[config.mk]
export PLATFORM = sky130hd
export DESIGN_NAME = ipcu_core
export DESIGN_NICKNAME = d
export VERILOG_FILES = /design/src/rtl/ipcu_core.sv
export SDC_FILE = /design/constraint.sdc
export NUM_CORES = 1
export LEC_CHECK = 0
export CORE_AREA = 2 2 39 41
export CTS_CLUSTER_DIAMETER = 150
export DETAILED_ROUTE_END_ITERATION = 7
export DIE_AREA = 0 0 41 43
export SLEW_MARGIN = 20
export SYNTH_ARGS = -nofsm -noshare
export SYNTH_HDL_FRONTEND = slang
export SYNTH_SLANG_ARGS = --single-unit
[constraint.sdc]
create_clock -name clk -period 1.87 [get_ports clk]
set_input_delay 0.374 -clock clk [delete_from_list [all_inputs] [get_ports clk]]
set_output_delay 0.374 -clock clk [all_outputs]
set_load 0.05 [all_outputs]
[src/rtl/ipcu_core.sv]
// Input-port control unit: tracks buffer occupancy, strobes writes, requests
// the output arbiter while data is buffered and returns one credit per read.
//
// state | meaning
// IDLE  | buffer empty, no request
// REQ   | data buffered, request held until arb_ack
// READ  | one-cycle read of the head slot
module ipcu_core #(
    parameter  int DEPTH = 4,
    localparam int CNT_W = $clog2(DEPTH + 1)
) (
    input  logic clk,
    input  logic rst,
    input  logic arb_ack,
    input  logic pipe_en,
    output logic wr_strobe,
    output logic rd_strobe,
    output logic rqs_strobe,
    output logic crt_out
);

    localparam logic [1:0] IDLE = 2'd0;
    localparam logic [1:0] REQ  = 2'd1;
    localparam logic [1:0] READ = 2'd2;

    logic [1:0]       state;
    logic [1:0]       state_nxt;
    logic [CNT_W-1:0] occ;
    logic [CNT_W-1:0] occ_nxt;
    logic             acc;
    logic             rd;

    // Full check uses registered occ, so a read in the same cycle frees no slot yet.
    assign acc = pipe_en & (occ != CNT_W'(DEPTH));
    assign rd  = (state == READ);

    always_comb begin
        occ_nxt = occ;
        if (acc && !rd)
            occ_nxt = occ + CNT_W'(1);
        else if (!acc && rd)
            occ_nxt = occ - CNT_W'(1);
    end

    always_comb begin
        state_nxt = state;
        case (state)
            IDLE:    if (occ != '0) state_nxt = REQ;
            REQ:     if (arb_ack) state_nxt = READ;
            READ:    state_nxt = (occ_nxt != '0) ? REQ : IDLE;
            default: state_nxt = IDLE;
        endcase
    end

    always_ff @(posedge clk) begin
        if (rst) begin
            state     <= IDLE;
            occ       <= '0;
            wr_strobe <= 1'b0;
            crt_out   <= 1'b0;
        end else begin
            state     <= state_nxt;
            occ       <= occ_nxt;
            wr_strobe <= acc;
            crt_out   <= rd_strobe;
        end
    end

    assign rqs_strobe = (state == REQ);
    assign rd_strobe  = (state == READ);

endmodule

## Yosys cells after proc, flatten, opt, wreduce, memory -nomap -nowiden

Index checks and enable logic that the tools add are counted.

| storage, ports and cells | value |
|---|---|
| register bits | 7 |
| latch bits | 0 |
| memory bits (writable) | 0 |
| bits in read-only memories | 0 |
| input bits | 4 |
| output and inout bits | 4 |
| memories kept | 0 |

| cells by class | value |
|---|---|
| add/subtract/negate cells | 2 |
| multiply operators | 0 |
| div/mod/pow operators | 0 |
| $lt $le $gt $ge | 0 |
| equality and inequality tests | 5 |
| shifts and indexed selects | 0 |
| multiplexer cells | 6 |
| bitwise gates (word level) | 1 |
| reduce and logical (&&, ||, !) cells | 8 |

Operators with widths:

| kind | number |
|---|---|
| $mux W3 | 2 |
| $pmux W2 S3 | 1 |
| $reduce_bool A3 Y1 | 2 |
| $mux W2 | 2 |
| $ne A2 B2 Y1 const B | 2 |
| $add A3 B1 Y3 const B | 1 |
| $ne A3 B3 Y1 const B | 1 |
| $sub A3 B1 Y3 const B | 1 |
| $eq A2 B1 Y1 const B | 1 |
| $eq A2 B2 Y1 const B | 1 |
| $logic_and A1 B1 Y1 | 2 |
| $logic_not A1 Y1 | 2 |
| $logic_not A2 Y1 | 1 |
| $reduce_and A2 Y1 | 1 |
| $and A1 B1 Y1 | 1 |
| $mux W1 | 1 |

## Depth between registers and ports, before layout

| logic depth | value |
|---|---|
| depth in word-level cells | 9 |
| depth in mapped cells | 6 |

## Least setup slack after synthesis

Ideal clock, no wire load.

| path | value |
|---|---|
| path type | register -> register |
| start | register occ[0] |
| end | register state[0] |
| library setup time | 88 ps |
| arrival | 1511 ps |
| data required time | 1782 ps |
| path slack | 271 ps |
| stages on the path, launching flop included | 7 |
| period minus slack after synthesis | 1599 ps |
| cells stage by stage | dfxtp_1 > inv_1 > ha_1 > a21bo_2 > xnor2_1 > a41o_1 > a311oi_2 |

| on the way | value |
|---|---|
| cells in the longest elaborated chain, start to end | 9 |
| elaborated cells on any way between the ends | 15 |

Ends and longest elaborated chain:

| what | RTL line | source |
|---|---|---|
| from (decl) | 28 | `logic [CNT_W-1:0] occ;` |
| from (signal assigned) | 63 | `occ <= occ_nxt;` |
| $ne A3 B3 Y1 | 34 | `assign acc = pipe_en & (occ != CNT_W'(DEPTH));` |
| $and A1 B1 Y1 | 34 |  |
| $logic_not A1 Y1 | 41 | `else if (!acc && rd)` |
| $logic_and A1 B1 Y1 | 41 |  |
| $mux W3 | 41 |  |
| $mux W3 | 39 | `if (acc && !rd)` |
| $reduce_bool A3 Y1 | 50 | `READ: state_nxt = (occ_nxt != '0) ? REQ : IDLE;` |
| $mux W1 | 50 |  |
| $pmux W2 S3 | 47 | `case (state)` |
| to (signal assigned) | 62 | `state <= state_nxt;` |
| to (decl) | 26 | `logic [1:0] state;` |

Several ways; a longest one is shown, not always the timed one.
A chain may end at the register's enable or synchronous reset.

## Worst setup path in the final report

| path | value |
|---|---|
| start | register crt_out |
| end | output port crt_out |

RTL lines:

| what | RTL line | source |
|---|---|---|
| from (decl) | 19 | `output logic crt_out` |
| from (signal assigned) | 65 | `crt_out <= rd_strobe;` |

No word-level cell between the ends.

==> results.txt <==
For the final database, setup skew stands at 0.007574 ns. Routability-driven placement finished with a final weighted congestion of 0.7113. For the met1 routing resource usage after global routing, the log shows 0.1576. Average wire per standard cell: 11.75 um.

The logs give 0 for the number of antenna violations at the first check in global routing and 0 for the max-slew violation count. Entering global routing, the biggest net connects 8 pins. For the post-CTS setup repair buffer count, the log shows 0. The tools report the worst setup path startpoint as crt_out$_SDFF_PP0_. The final period utilization was 0.9128. STA classifies the critical path endpoint as a primary output. Leaving out filler cells and counting taps, the final layout contains 72.

The total I/O pin count is 8. For the leakage power of the design, the log shows 0.2394 nW. The run finished with clean final reports.

In this run, placement finished with an instance count of 68. Slowest cell on the critical path: clkdlybuf4s50_1. The number of inserted filler cells in the final layout was 146; the cell row count was 14. Setup repair after global routing left no endpoint under its margin. By count the netlist is led by dfxtp_1 (7), inv_1 (4), nor2_1 (4).

Global routing finished with a remaining overflow of 0. TritonCTS built the clock tree. In this run the deepest clock path goes through 2 buffers.

Counting every instance in the synthesized netlist gives 43. For the number of hold violations in the final report, the log shows 0. The number of max-cap violations was 0; the area growth from synthesis to layout was 35.98%. Buffers plus inverters on the worst setup path: 1. Walking the worst path, the cells encountered are clkdlybuf4s50_1.

The tools report the H-tree level count as 1. The tools report the data arrival time of the critical path as 1.33 ns. The logs give 0.03665 for the met3 routing resource usage after global routing and 50 for the net count after synthesis. The worst setup path is launched from a register. STA puts the critical path data required time at 1.50 ns. Effective utilization at floorplan: 0.2966. The tree built by TritonCTS fans out to 7 sinks. Across the whole layout, storage elements account for 140.1 sq um.

For this run, the top clock speed supported by timing is 585.9 MHz. The clock period could shrink to 1.707 ns. In the final layout, the multi-input gates occupy 244.0 sq um. The synthesis-stage register bit count is 7, and the vias after detailed routing is 345. The cell family contributing the most delay on the critical path is buffers and inverters. The later pin in the worst-skew pair is clocked with a latency of 0.25 ns. TritonCTS created 3 clock buffers. The maximum fanout encountered on the critical timing path works out to 1. By area the synthesized netlist is led by dfxtp_1 (34%), ha_1 (9.1%), xnor2_1 (6.4%). The repair_antennas step left the layout with diodes totalling 0. After the first detailed-routing iteration, the DRC count stood at 10. For the pin with the worst max-slew slack, the measured transition is 0.4927 ns.

The tools report the overall track demand over capacity in global routing as 0.1114. In this run the clock root is driven by a clkbuf_4. Number of vias per cell: 4.792.

The power per standard cell area was 1276 nW/um^2. The global routing met2 resource utilization was 0.1531; the number of flops mapped to enable cells by yosys was 0. The share of the synthesized area in the top cell type came out at 0.3415.

For this run, the number of Yosys warnings is 0. The min-delay analysis places its worst path in the category reg2reg. The number of cells upsized or downsized after cts came out at 0. The delay of the slowest critical-path stage is 0.79 ns. A synthesized cell averages 9.544 sq um. Yosys instantiated no cell more often than dfxtp_1. The critical path is of the reg2out type. Flip-flop cell with the highest count after synthesis: dfxtp_1.

The number of gates on the worst path with buffers counted was 1. For this run, design rule violations remaining after detail routing come to 0. The first global-routing pass estimated 1352 um of wire. The cell area that synthesis handed to floorplanning was 410.4 sq um. The HPWL after detailed placement is 608.7 um. Adding up every negative setup slack in the final design gives 0 ns.

The setup check on the worst reg-to-reg path leaves a slack of 0.18 ns. Yosys mapped the design onto 24 distinct sky130hd cell types. dfxtp_1 takes more of the synthesized area than any other cell. Global routing's busiest layer: met1.

The clock slew seen by the registers of the worst setup and hold paths is 0.06 ns, and the depth of the worst register-to-register path is 6. The worst slew slack as a fraction of its limit was 0.6705; the via count of the first global-routing pass was 317. The net count of the finished layout is 64. The share of final-layout standard cells stronger than drive strength 1 came out at 0.1964. The vertical die dimension is 43 um. The count of hold-fix buffers inserted at cts was 0; the width of the die was 41 um. Wires add up to 846 um.

The length of the first detailed-routing pass in iterations is 2, and the number of nets still failing antenna checks after routing is 0. The launch point of the worst reg-to-reg path is occ[0]$_SDFF_PP0_. Following the worst setup path forward leads to its endpoint at crt_out. In this run the standard cell core region covers 1384 sq um. Across the VDD grid, the largest voltage drop is 0.4091 mV. For the number of failing setup endpoints in the final timing report, the log shows 0. The async set-or-reset flop fraction in the synthesized netlist was 0. The endpoint identified for the worst register-to-register timing path is state[0]$_SDFFE_PP0P_. The floorplan step defined a die boundary enclosing 1763 sq um. Count of buffers from port buffering: 7.

Sequential area share after synthesis: 0.3415.
-- logic make-up (layout without fill, tap and decap cells) --
group                      count (synthesis)  count (layout)  share of synthesized area
muxes                                      1               1                    0.02439
xor gates and xnor gates                   3               3                    0.06404
and+or+nand+nor                           13              13                     0.1860
DFF                                        7               7                     0.3415
AOI/OAI and AO/OA                         11              11                     0.2287
adders and majority gates                  3               3                    0.09147
buffers and inverters                      5              18                    0.06401
-- sequential cells by signal (all words and copies together) (netlist names) --
name	flops
crt_out	1
state	2
wr_strobe	1
occ	3
-- cell usage in the layout (no fill, tap or decap), types with 2 or more instances in the layout --
cell / synthesis / routed
ha_1: 3 / 3
buf_4: 0 / 3
nand3_1: 2 / 2
xnor2_1: 3 / 3
nor2_1: 4 / 4
nand4b_1: 2 / 2
dfxtp_1: 7 / 7
clkbuf_4: 0 / 3
buf_12: 0 / 2
clkdlybuf4s50_1: 0 / 5
inv_1: 4 / 4
o21ai_0: 2 / 2
-- worst min-delay path by stage --
| stage | from | slack, ns | cells after the start | end |
|---|---|---|---|---|
| 5_1_grt | occ[1]$_SDFF_PP0_ | 0.63 | 2 | occ[1]$_SDFF_PP0_ |
| 4_1_cts | occ[1]$_SDFF_PP0_ | 0.57 | 2 | occ[1]$_SDFF_PP0_ |
| 2_1_floorplan | rst | 0.44 | 1 | state[0]$_SDFFE_PP0P_ |
| 3_3_place_gp | occ[1]$_SDFF_PP0_ | 0.54 | 2 | occ[1]$_SDFF_PP0_ |
| 6_report | occ[1]$_SDFF_PP0_ | 0.57 | 2 | occ[1]$_SDFF_PP0_ |
| 3_5_place_dp | occ[1]$_SDFF_PP0_ | 0.56 | 2 | occ[1]$_SDFF_PP0_ |
-- metrics by stage --
stage	cell area, sq um	utilization	setup WS [ns]	power [mW]	hold WS (ns)
global route	558.0	0.4033	0.09799	0.7674	0.6251
global placement	531.8	0.3843	0.03357	0.5723	0.5395
detailed placement	531.8	0.3843	0.03038	0.5769	0.5585
CTS	558.0	0.4033	0.1522	0.7149	0.5691
floorplan	410.4	-	0.2712	0.4611	0.4419
finish	558.0	0.4033	0.1632	0.7119	0.5675
-- worst reg2reg max path, cell delays in order (launching register included) --
cell	delay, ns
dfxtp_1	0.39
inv_1	0.08
ha_1	0.24
a21bo_2	0.27
xnor2_1	0.13
a41o_1	0.25
a311oi_2	0.25
-- final cells by class --
class	instances	share of cell area
Inverter	4	0.02691
Tap cell	16	0.03587
Sequential cell	7	0.2511
Timing Repair Buffer	10	0.2018
Clock buffer	4	0.04709
Multi-Input combinational cell	31	0.4372
-- report_power, final --
part | leakage (nW) | internal (mW) | switching (mW)
Clock | 0.0150 | 0.0814 | 0.0549
Combinational | 0.167 | 0.170 | 0.175
Sequential | 0.0576 | 0.185 | 0.0453
-- routing by layer --
metal,share of wire,vias to the layer above,wire (um)
li1,-,182,-
met1,0.52,157,442
met2,0.43,6,363
met3,0.047,0,40
met4,0,0,0
met5,0,-,0
Note: power is estimated with default switching activity, not from simulation.
